### src/rtl/reg_pipe.sv
// reg_pipe: DEPTH-stage elastic register pipeline with per-stage valid bits,
// bubble collapse under backpressure, synchronous flush and a valid-stage count.
// Optional feature: define REG_PIPE_PARITY_EN to carry an even-parity bit with
// every word and flag a mismatch on the output (adds ports par_inject, par_err).
module reg_pipe #(
    parameter int unsigned WIDTH = 4,
    parameter int unsigned DEPTH = 3
) (
    input  logic                       clk,
    input  logic                       rst_n,
    input  logic                       flush,
    input  logic                       in_valid,
    input  logic [WIDTH-1:0]           in_data,
    output logic                       in_ready,
    output logic                       out_valid,
    output logic [WIDTH-1:0]           out_data,
    input  logic                       out_ready,
    output logic [$clog2(DEPTH+1)-1:0] count
`ifdef REG_PIPE_PARITY_EN
    ,
    input  logic                       par_inject,
    output logic                       par_err
`endif
);

    localparam int unsigned CNT_W = $clog2(DEPTH + 1);
    localparam int unsigned LAST  = DEPTH - 1;

    logic [WIDTH-1:0] data_q [DEPTH];
    logic [WIDTH-1:0] data_d [DEPTH];
    logic [DEPTH-1:0] valid_q;
    logic [DEPTH-1:0] valid_d;
    logic [DEPTH-1:0] adv_c;
    logic [CNT_W-1:0] count_q;
    logic [CNT_W-1:0] count_d;
    logic             xfer_in_c;
    logic             xfer_out_c;

    // Advance chain: a stage moves when it is empty or its successor moves;
    // ready ripples combinationally from out_ready back to stage 0.
    always_comb begin
        logic nxt;
        nxt = out_ready;
        for (int i = int'(LAST); i >= 0; i--) begin
            adv_c[i] = !valid_q[i] || nxt;
            nxt      = adv_c[i];
        end
    end

    // Handshake outputs; flush blocks both transfers for its cycle.
    always_comb begin
        in_ready   = adv_c[0] && !flush;
        out_valid  = valid_q[LAST] && !flush;
        out_data   = data_q[LAST];
        xfer_in_c  = in_valid && in_ready;
        xfer_out_c = out_valid && out_ready;
    end

    // Stage next-state: advancing stages take their predecessor, others hold.
    always_comb begin
        valid_d = valid_q;
        for (int i = 0; i < int'(DEPTH); i++) begin
            data_d[i] = data_q[i];
        end
        if (adv_c[0]) begin
            valid_d[0] = xfer_in_c;
            if (xfer_in_c) begin
                data_d[0] = in_data;
            end
        end
        for (int i = 1; i < int'(DEPTH); i++) begin
            if (adv_c[i]) begin
                valid_d[i] = valid_q[i-1];
                if (valid_q[i-1]) begin
                    data_d[i] = data_q[i-1];
                end
            end
        end
        if (flush) begin
            valid_d = '0;
        end
    end

    // Occupancy count tracks transfers in and out; flush empties it.
    always_comb begin
        count_d = count_q;
        if (flush) begin
            count_d = '0;
        end else begin
            count_d = count_q + CNT_W'(xfer_in_c) - CNT_W'(xfer_out_c);
        end
    end

    // Stage and count registers.
    always_ff @(posedge clk or negedge rst_n) begin
        if (!rst_n) begin
            valid_q <= '0;
            count_q <= '0;
            for (int i = 0; i < int'(DEPTH); i++) begin
                data_q[i] <= '0;
            end
        end else begin
            valid_q <= valid_d;
            count_q <= count_d;
            for (int i = 0; i < int'(DEPTH); i++) begin
                data_q[i] <= data_d[i];
            end
        end
    end

    assign count = count_q;

`ifdef REG_PIPE_PARITY_EN
    logic [DEPTH-1:0] par_q;
    logic [DEPTH-1:0] par_d;

    // Parity bits move in lockstep with the data they protect.
    always_comb begin
        par_d = par_q;
        if (xfer_in_c) begin
            par_d[0] = (^in_data) ^ par_inject;
        end
        for (int i = 1; i < int'(DEPTH); i++) begin
            if (adv_c[i] && valid_q[i-1]) begin
                par_d[i] = par_q[i-1];
            end
        end
    end

    // Parity register.
    always_ff @(posedge clk or negedge rst_n) begin
        if (!rst_n) begin
            par_q <= '0;
        end else begin
            par_q <= par_d;
        end
    end

    assign par_err = out_valid && ((^out_data) != par_q[LAST]);
`endif

endmodule
### config.mk
export PLATFORM = sky130hd
export DESIGN_NAME = reg_pipe
export DESIGN_NICKNAME = d
export VERILOG_FILES = /design/src/rtl/reg_pipe.sv
export SDC_FILE = /design/constraint.sdc
export NUM_CORES = 1
export LEC_CHECK = 0
export BUFFER_PORTS_ARGS = -buffer_cell sky130_fd_sc_hd__buf_2
export CAP_MARGIN = 20
export CORE_MARGIN = 2
export CORE_UTILIZATION = 54
export CTS_CLUSTER_SIZE = 12
export DETAILED_ROUTE_END_ITERATION = 7
export PLACE_DENSITY_LB_ADDON = 0.05
export SKIP_LAST_GASP = 1
export SLEW_MARGIN = 10
export SYNTH_ARGS = -nofsm -noshare
export SYNTH_HDL_FRONTEND = slang
export SYNTH_SLANG_ARGS = --single-unit
### constraint.sdc
create_clock -name clk -period 4.5 [get_ports clk]
set_input_delay 0.225 -clock clk [delete_from_list [all_inputs] [get_ports clk]]
set_output_delay 0.225 -clock clk [all_outputs]
set_load 0.03 [all_outputs]
# After elaboration in Yosys (flattened, before gate mapping)
# Index checks and enable logic that the tools add are counted.
dict set report classes {
  n_addsub 2
  muxes 5
  n_reduce_logical 17
}
# operator n
set op_table {}
lappend op_table {{2-bit AND reduction} 3}
lappend op_table {{2-bit nonzero test} 3}
lappend op_table {{1-bit logical AND} 4}
lappend op_table {{1-bit zero test} 4}
lappend op_table {{1-bit logical OR} 3}
lappend op_table {{1-bit two-way mux} 3}
lappend op_table {{3-bit two-way mux} 1}
lappend op_table {{2-bit by 1-bit adder with 2-bit output} 1}
lappend op_table {{2-bit two-way mux} 1}
lappend op_table {{2-bit by 1-bit subtractor with 2-bit output} 1}
dict set report totals {
  ff_bits 17
  input_bits 9
  output_inout_bits 8
  word_cells 31
}

# Depth between registers and ports, before layout
# Gate-level depths: netlist of the first run.
dict set report depth {
  ltp_word 9
  ltp_mapped 8
  mapped_depth_nobuf 7
}

# Least setup slack after synthesis of the first run
# No wires, ideal clock.
dict set report synth_timing {
  kind {flip-flop to flip-flop}
  startpoint {register valid_q[1]}
  endpoint {register count_q[0], in the netlist count[0]}
  setup_ns 0.118
  arrival_time_ns 1.737
  required_ns 4.382
  setup_slack_ns 2.645
  stages_incl_launch_ff 8
  path_buffers 1
  synth_period_minus_slack_ns 1.855
  cell_sequence {dfrtp_1 > and4b_1 > or3b_1 > buf_6 > ha_1 > inv_1 > ha_1 > nor2b_1}
}
dict set report synth_via {
  elab_chain_len 8
}
# item line
set synth_rtl {}
lappend synth_rtl {{from (decl)} 31} ;# logic [DEPTH-1:0] valid_q;
lappend synth_rtl {{from (signal assigned)} 103} ;# valid_q <= valid_d;
lappend synth_rtl {{1-bit zero test} 45} ;# adv_c[i] = !valid_q[i] || nxt;
lappend synth_rtl {{1-bit logical OR (2 in a row)} 45}
lappend synth_rtl {{1-bit logical AND} 52} ;# in_ready = adv_c[0] && !flush;
lappend synth_rtl {{1-bit logical AND} 55} ;# xfer_in_c = in_valid && in_ready;
lappend synth_rtl {{2-bit by 1-bit adder with 2-bit output} 90} ;# count_d = count_q + CNT_W'(xfer_in_c) - CNT_W'(xfer_out_c);
lappend synth_rtl {{2-bit by 1-bit subtractor with 2-bit output} 90}
lappend synth_rtl {{2-bit two-way mux} 87} ;# if (flush) begin
lappend synth_rtl {{net count_d[0]} 35} ;# logic [CNT_W-1:0] count_d;
lappend synth_rtl {{to (signal assigned)} 104} ;# count_q <= count_d;
lappend synth_rtl {{to (decl)} 34} ;# logic [CNT_W-1:0] count_q;
# The timed path passes the listed nets, and every way through them passes these cells.
# A chain may end at the register's enable or synchronous reset.

# Worst setup path in the final report of the first run
dict set report layout_timing {
  startpoint {register valid_q[0]}
  endpoint {register count_q[0], in the netlist count[0]}
}
dict set report layout_via {
  elab_chain_len 7
}
# item line
set layout_rtl {}
lappend layout_rtl {{1-bit zero test} 45}
lappend layout_rtl {{1-bit logical OR} 45}
lappend layout_rtl {{1-bit logical AND} 52}
lappend layout_rtl {{1-bit logical AND} 55}
lappend layout_rtl {{2-bit by 1-bit adder with 2-bit output} 90}
lappend layout_rtl {{2-bit by 1-bit subtractor with 2-bit output} 90}
lappend layout_rtl {{2-bit two-way mux} 87}
lappend layout_rtl {{net count_d[0]} 35}
# The timed path passes the listed nets, and every way through them passes these cells.

==> summary by stage, run 1 <==
Detailed routing
The detailed-router iteration count before antenna repair is 1. After detailed routing, the number of vias per cell comes to 4.94. Dividing the detail-routed wire length by the instance count gives 11.6 um. In this run the remaining antenna-violating nets after routing total 0. In the routed design, unresolved DRC markers number 0. The routed design has 1010 um of wire.

For this block, the initial DRC count from the detailed router was 0. Detailed routing inserted a total of 430 vias.

Floorplanning
In this run the vertical extent of the chip is 41.5 um. The top-level I/O count is 17. The die is 41.5 um wide. The initialized floorplan defines 13 standard-cell rows. The die covers 1720 um2. Once the floorplan was initialized, standard cells occupied 58.4% of the core.

The area of the core is 1300 um2.

Clock tree
The buffer levels on the longest clock path is 2. At the later pin of the worst-skew pair, clock insertion delay measures 280 ps. In this run, post-CTS repair resized a total of 0 instances. Clock-pin slew was measured on the worst setup and hold paths at 90 ps. The root cell of the clock tree is clkbuf_4.

The total clock sinks is 17. The clock tree from TritonCTS is done. The quantity of hold-fixing buffers added after cts is 1. Buffers added to address setup during post-CTS repair amount to 0. The number of buffers created by CTS is 3. The total number of H-tree levels is 1.

Worst setup path
The worst setup path is launched from a register. The critical path capture point type is a register. The most numerous cell type found on the critical path is ha_1. The maximum single-stage delay on the critical path is 490 ps. Data on the critical path is required at its endpoint by 4680 ps. The critical path goes through and4b_1 -> or3b_1 -> ha_1 -> inv_1 -> ha_1 -> nor2b_1. Along the worst path, the maximum fanout reaches 5. The gate family responsible for the most delay along the worst path is simple AND/OR/NAND/NOR gates. The worst setup path is of the register to register kind. At the worst endpoint, the arrival time is 2150 ps. The largest individual stage delay along the critical path comes from the cell or3b_1. Together, buffers and inverters on the worst path number 1.

Placement
Counting tap cells, the placed design contains a total of 82 instances. The count of buffers added on input and output ports is 16. OpenSTA, run right after detailed placement, puts the worst setup slack at 2520 ps.

Routability-driven placement finished with a final weighted congestion of 0.647.

Power
The internal power of the cells totals 260 uW. The clock network accounts for 21.4% of the total power. Net switching is 30.4% of the power. For this design the total switching power over the nets is 114 uW.

In this run the power density over the cells is 438 nW/um2. Combinational cells account for 25.9% of the total power. Per report_power, the sequential group accounts for 52.7% of the total. The static power due to leakage is 0.000445 uW. The completed layout was analyzed and its total power is 374 uW. The worst vdd rail ir drop is 0.214 mV.

Final layout
The library cells used most frequently in the layout, excluding fill and tap cells, are 17 x dfrtp_1, 16 x buf_2, 8 x mux2_2, 6 x nor2_1, 4 x mux2_4. Summing all flip-flop and latch instances after layout gives 425 um2. The final cell count without fillers is 87.

Summing all multi-input logic gate instances after layout gives 285 um2. The commonest non-fill, non-tap cell in the layout is dfrtp_1. At the end of the flow, the number of nets in the layout was 84. 0 antenna diodes ended up in the layout. The area growth from synthesis to layout is 12.4%. The share of final-layout standard cells stronger than drive strength 1 is 45.8%. The filler cells instantiated in the layout total 108.

Job
The tool flagged a number of max-cap violations equal to 0.

Global routing
The largest net degree at the start of global routing is 18. The final global-route overflow total is 0. Global routing used 13.8% of the available tracks across all layers.

The first global-routing pass estimated 1770 um of wire. The via count of the first global-routing pass is 416. The initial antenna violation count is 0.

Yosys
The average footprint of a synthesized cell is 13.6 um2. The count of different cell masters after synthesis is 19. Synthesis produced a netlist with a net count of 67. In this run, synthesis produced a sequential element count of 17. The post-synthesis sequential area ratio is 56.0%. For this run, the number of Yosys warnings is 0. Synthesis handed over a netlist of 56 instances. The netlist area before placement is 759 um2.

STA
Summed over all failing endpoints, the final setup total negative slack is 0 ps. The final-report hold violation count is 0. Setup violations remaining at the end of the flow were counted as 0.

The max-slew violation total from the final report was 0. The final critical-path required period is 1980 ps. Measured against its own limit, the worst slew margin works out to 74.6%.

Setup repair after global routing left no endpoint under its margin. The setup slack of the critical path after layout is 2520 ps. At the pin with the least slew margin, the transition time is 380 ps. In the finished design, the share of the clock period the worst path needs comes to 43.9%. Across the routed clock network, the largest skew measured is 1.81 ps.

The fmax is 506 MHz.

Run status
The flow ran to the end, and the final reports show no timing, DRC or antenna violations.

Hold path
The path class of the lowest-slack min-delay path is input pin to register.
==> final cells by class <==
type                            count  area share, %
Multi-Input combinational cell     32           33.4
Tap cell                           15           2.20
Sequential cell                    17           49.9
Clock buffer                        4           3.08
Inverter                            2          0.880
Timing Repair Buffer               17           10.6
==> metal layers <==
layer	vias up	routed length, um	global-route usage, %
met4	0	7	5.81
li1	218	-	-
met2	13	414	20.6
met1	197	525	17.7
met5	-	0	0
met3	2	59	5.65
==> per-stage QoR <==
step / util, % / instance area (um2) / hold slack (ps)
2_1_floorplan: - / 759 / -70.6
3_3_place_gp: 62.8 / 817 / 166
3_5_place_dp: 62.8 / 817 / 166
4_1_cts: 65.6 / 853 / 158
5_1_grt: 65.6 / 853 / 151
6_report: 65.6 / 853 / 164
==> power by group through the flow <==
stage	Sequential, uW	Clock, uW	Combinational, uW
CTS	198	82.9	98.2
global route	202	87.9	104
floorplan	200	0	89.5
finish	197	79.9	96.9
global placement	201	0	96.1
detailed placement	201	0	97.4
==> synth_stat cells <==
master,instances,area share (%)
dfrtp_1,17,56
mux2_2,8,12
nor2_1,6,3.0
buf_4,4,4.0
mux2_4,4,7.9
ha_1,2,3.3
inv_1,2,0.99
nor2b_1,2,1.6
a21oi_1,1,0.66
and2_2,1,0.99
and2b_2,1,1.2
and4b_1,1,1.3
buf_6,1,1.5
nand2_1,1,0.49
nand2b_1,1,0.82
nand3b_1,1,0.99
or3b_1,1,1.2
xnor2_1,1,1.2
xor2_1,1,1.2
==> logic make-up (layout without fill, tap and decap cells) <==
group | Yosys count | after routing | synth area share [%]
fa+ha+maj | 2 | 2 | 3.29
xor+xnor | 2 | 2 | 2.31
buf+inv | 7 | 23 | 6.43
flops | 17 | 17 | 56.0
mux | 12 | 12 | 19.8
compound gates | 1 | 1 | 0.658
simple gates | 15 | 15 | 11.5
==> sequential cells by signal, summed over array words and instances, names as in the netlist <==
| name | flops |
|---|---|
| count | 2 |
| valid_q | 3 |
| out_data | 4 |
| data_q | 8 |
==> worst register-to-register path, delay by kind of cell, from the launching register on <==
kind / cells / cell delay [ps]
fa+ha+maj: 2 / 580
buf+inv: 1 / 40
flops: 1 / 400
simple gates: 3 / 860
==> path summary, 6_finish.rpt <==
| path | from | end | slack (ps) | cells after the start |
|---|---|---|---|---|
| worst max-delay path | valid_q[0] | count[0] | 2520 | 6 |
| worst min-delay path | in_data[1] | data_q[9] | 160 | 2 |
| worst max register to register | valid_q[0] | count[0] | 2520 | 6 |
| worst min register to register | out_data[2] | out_data[2] | 510 | 1 |
| max in group asynchronous | rst_n | data_q[4] | 3840 | 2 |
| min in group asynchronous | rst_n | valid_q[2] | 380 | 2 |
(Power assumes the default switching activity.)
==> run 2: changes to the inputs <==
--- a/config.mk
+++ b/config.mk
@@ -8,7 +8,7 @@
 export BUFFER_PORTS_ARGS = -buffer_cell sky130_fd_sc_hd__buf_2
 export CAP_MARGIN = 20
 export CORE_MARGIN = 2
-export CORE_UTILIZATION = 54
+export CORE_UTILIZATION = 50
 export CTS_CLUSTER_SIZE = 12
 export DETAILED_ROUTE_END_ITERATION = 7
 export PLACE_DENSITY_LB_ADDON = 0.05
==> constraint.sdc (replaced) <==
create_clock -name clk -period 1.9 [get_ports clk]
set_input_delay 0.095 -clock clk [delete_from_list [all_inputs] [get_ports clk]]
set_output_delay 0.095 -clock clk [all_outputs]
set_load 0.03 [all_outputs]
==> run 2 against run 1 <==
Worst hold slack got worse by 130 ps. Sequential cell count unchanged. Sequential power rose by 140%. Design area rose by 4.0%. Non-clock buffer count increased by 2. Setup slack lost 2500 ps. Combinational power grew 140%. Register-to-register slack got worse by 2500 ps.
==> summary by stage, run 2 (synthesis gave the netlist of run 1 again) <==
Clock tree
The buffer levels on the longest clock path came to 2 (unchanged). The number of buffers created by CTS is 3 (unchanged). The total clock sinks is 17 (unchanged). The source-to-sink clock delay at the later pin of the worst-skew pair is 280 ps (about the same).

The CTS clock-pin slew for the worst setup and hold paths came to 100 ps (was 90 ps). The root cell of the clock tree is clkbuf_4 (unchanged). The clock tree from TritonCTS is done (unchanged).

The total number of H-tree levels is 1 (unchanged).

Detailed routing
The post-route antenna net violation count was 0 (unchanged). The routed length per placed instance is 12.0 um (was 11.6 um). The detailed-router iteration count before antenna repair is 2 (was 1). The number of DRC violations after detailed routing was 0 (unchanged). The per-cell via count in the routed design is 4.80 (was 4.94). The total length of routed wires is 1080 um (was 1010 um). The first-iteration detailed-routing DRC count is 4 (was 0). The via count is 432 (was 430).

Hold path
The hold-critical path depth is 3 (was 2). The end point of the most critical hold path is valid_q[0] (was data_q[9]). The startpoint of the lowest-slack hold path is in_valid (was in_data[1]). The path class of the lowest-slack min-delay path was input pin to register (unchanged).

Worst setup path
The setup slack of the most critical reg-to-reg path is 50 ps (was 2520 ps). The startpoint class of the critical path was a register (unchanged). The data required time at the worst endpoint is 2120 ps (was 4680 ps). The gate family responsible for the most delay along the worst path is simple AND/OR/NAND/NOR gates (unchanged).

The maximum fanout along the worst path is 3 (was 5). Cells along the critical path: and4b_1 -> or3b_4 -> ha_4 -> inv_2 -> ha_2 -> nor2b_1 (was and4b_1 -> or3b_1 -> ha_1 -> inv_1 -> ha_1 -> nor2b_1). The critical path capture point type is a register (unchanged). The buffers plus inverters on the worst setup path is 1 (unchanged). The critical path's slowest cell is or3b_4 (was or3b_1). The critical path arrival is 2070 ps (was 2150 ps). The length in cells of the worst reg-to-reg path is 6 (unchanged).

The type of the worst setup path is register to register (unchanged). The maximum single-stage delay on the critical path came to 430 ps (was 490 ps). The startpoint of the lowest-slack register-to-register path was valid_q[1] (was valid_q[0]). The reg-to-reg endpoint was count[0] (unchanged).

Placement
The global placer's final weighted congestion is 0.648 (was 0.647). Detailed placement ended at an HPWL of 790 um. The number of buffers inserted by port buffering is 16 (unchanged).

The area of placed instances is 826 um2 (was 817 um2).

Final layout
The share of final-layout standard cells stronger than drive strength 1 is 52.7% (was 45.8%). The multi-input gate area in the final layout is 303 um2 (was 285 um2). The area growth from synthesis to layout is 16.8% (was 12.4%).

Commonest non-fill, non-tap cells in the layout: 17 x dfrtp_1, 16 x buf_2, 8 x mux2_2, 6 x nor2_1, 4 x mux2_4 (unchanged). The count of filler cells inserted in the layout was 140 (was 108). The register cell area after layout was 425 um2 (unchanged). The final design instance area without fill came to 887 um2 (was 853 um2).

The number of nets at the end of the flow was 86 (was 84). The most flop-heavy register is data_q (unchanged). The antenna cell count is 0 (unchanged). The commonest non-fill, non-tap cell in the layout was dfrtp_1 (unchanged).

The flip-flop count of the largest register after layout was 8 (unchanged).

Run status
Status: finished, final reports clean (unchanged).

STA
The setup skew after layout was 6.47 ps (was 1.81 ps). The transition time at the pin with the least slew margin is 363 ps (was 380 ps). The worst slew margin relative to its limit is 75.8% (was 74.6%). The max-slew violation total from the final report came to 0 (unchanged).

The final critical-path required period came to 1850 ps (was 1980 ps). The final-report hold violation count is 0 (unchanged). The summed negative setup slack over all endpoints is 0 ps (unchanged). The number of failing setup endpoints in the final timing report is 0 (unchanged). The fmax was 542 MHz (was 506 MHz).

The final clock period utilization by the worst path is 97.2% (was 43.9%).

Global routing
The initial antenna violation count is 0 (unchanged). The largest net degree at the start of global routing was 18 (unchanged). The via count of the first global-routing pass was 407 (was 416). The final global-route overflow total is 0 (unchanged).

The global routing usage summed across all routing layers is 13.4% (was 13.8%). The wire length of the first global-routing pass is 1780 um (was 1770 um).

Power
The switching share of power is 30.2% (was 30.4%). The power density over the cells is 1000 nW/um2 (was 438 nW/um2). The net switching component of the power is 269 uW (was 114 uW). The fraction of power consumed by the clock network came to 21.1% (was 21.4%). The combinational power share came to 26.4% (was 25.9%). The internal power is 621 uW (was 260 uW).

The sequential group share of total power is 52.5% (was 52.7%). The static power due to leakage is 0.000451 uW (was 0.000445 uW). The worst vdd rail ir drop is 0.466 mV (was 0.214 mV).

Floorplanning
The area of the core is 1470 um2 (was 1300 um2). The number of placement rows is 14 (was 13). The top-level I/O count is 17 (unchanged). The full die area came to 1850 um2 (was 1720 um2). The effective utilization at floorplan came to 51.6% (was 58.4%). The die height is 43.0 um (was 41.5 um). The die span in x was 43.0 um (was 41.5 um).

Job
The number of max-cap violations came to 0 (unchanged).
[run 2: per-layer routing]
metal | vias to the layer above | global-route usage (%) | part of all wire [%]
li1 | 217 | - | -
met1 | 204 | 18.7 | 51
met2 | 11 | 18.8 | 44
met3 | 0 | 3.83 | 4.8
met4 | 0 | 7.27 | 0
met5 | - | 0 | 0
[run 2: cell type report]
type	instances	share of cell area, %
inverters	2	0.846
repair buffers	19	11.8
clock buffers	4	2.96
flip-flops and latches	17	48.0
multi-input cells	32	34.1
well taps	16	2.26
[run 2: how the worst max path moves through the flow]
stage	slack, ps	depth (start not counted)	endpoint	start
after floorplan	40	7	count[0]	valid_q[1]
after global placement	70	7	count[1]	valid_q[1]
after detailed placement	60	7	count[1]	valid_q[1]
after CTS	40	7	count[1]	valid_q[1]
after global routing	-20	6	count[0]	valid_q[1]
final	50	6	count[0]	valid_q[1]
[run 2: what timing repair did]
item | in CTS | in global routing
endpoints found under the hold margin | 17 | 0
setup endpoints to repair | 0 | 2
hold buffers | 1 | 0
resized for setup | 0 | 4
buffers inserted | 0 | 1
[run 2: metrics by stage]
stage,setup slack (ps),utilization [%],total power (uW),cells,hold WS (ps)
2_1_floorplan,44.8,-,686,56,-201
3_3_place_gp,66.8,56.1,703,84,31.6
3_5_place_dp,57.7,56.1,710,84,37.7
4_1_cts,39.7,58.6,905,89,23.4
5_1_grt,-20.6,60.3,944,90,14.7
6_report,54.1,60.3,890,90,34.3
[run 2: power groups by stage]
| stage | Combinational, uW | Clock [uW] | Sequential, uW |
|---|---|---|---|
| 6_report | 235 | 187 | 468 |
| 5_1_grt | 252 | 213 | 479 |
| 4_1_cts | 234 | 201 | 471 |
| 3_5_place_dp | 232 | 0 | 478 |
| 3_3_place_gp | 228 | 0 | 475 |
| 2_1_floorplan | 212 | 0 | 474 |
[run 2: worst min-delay path, cell delays in order]
cell and delay [ps]:
buf_2 90, nor2_1 40, nor2_1 70
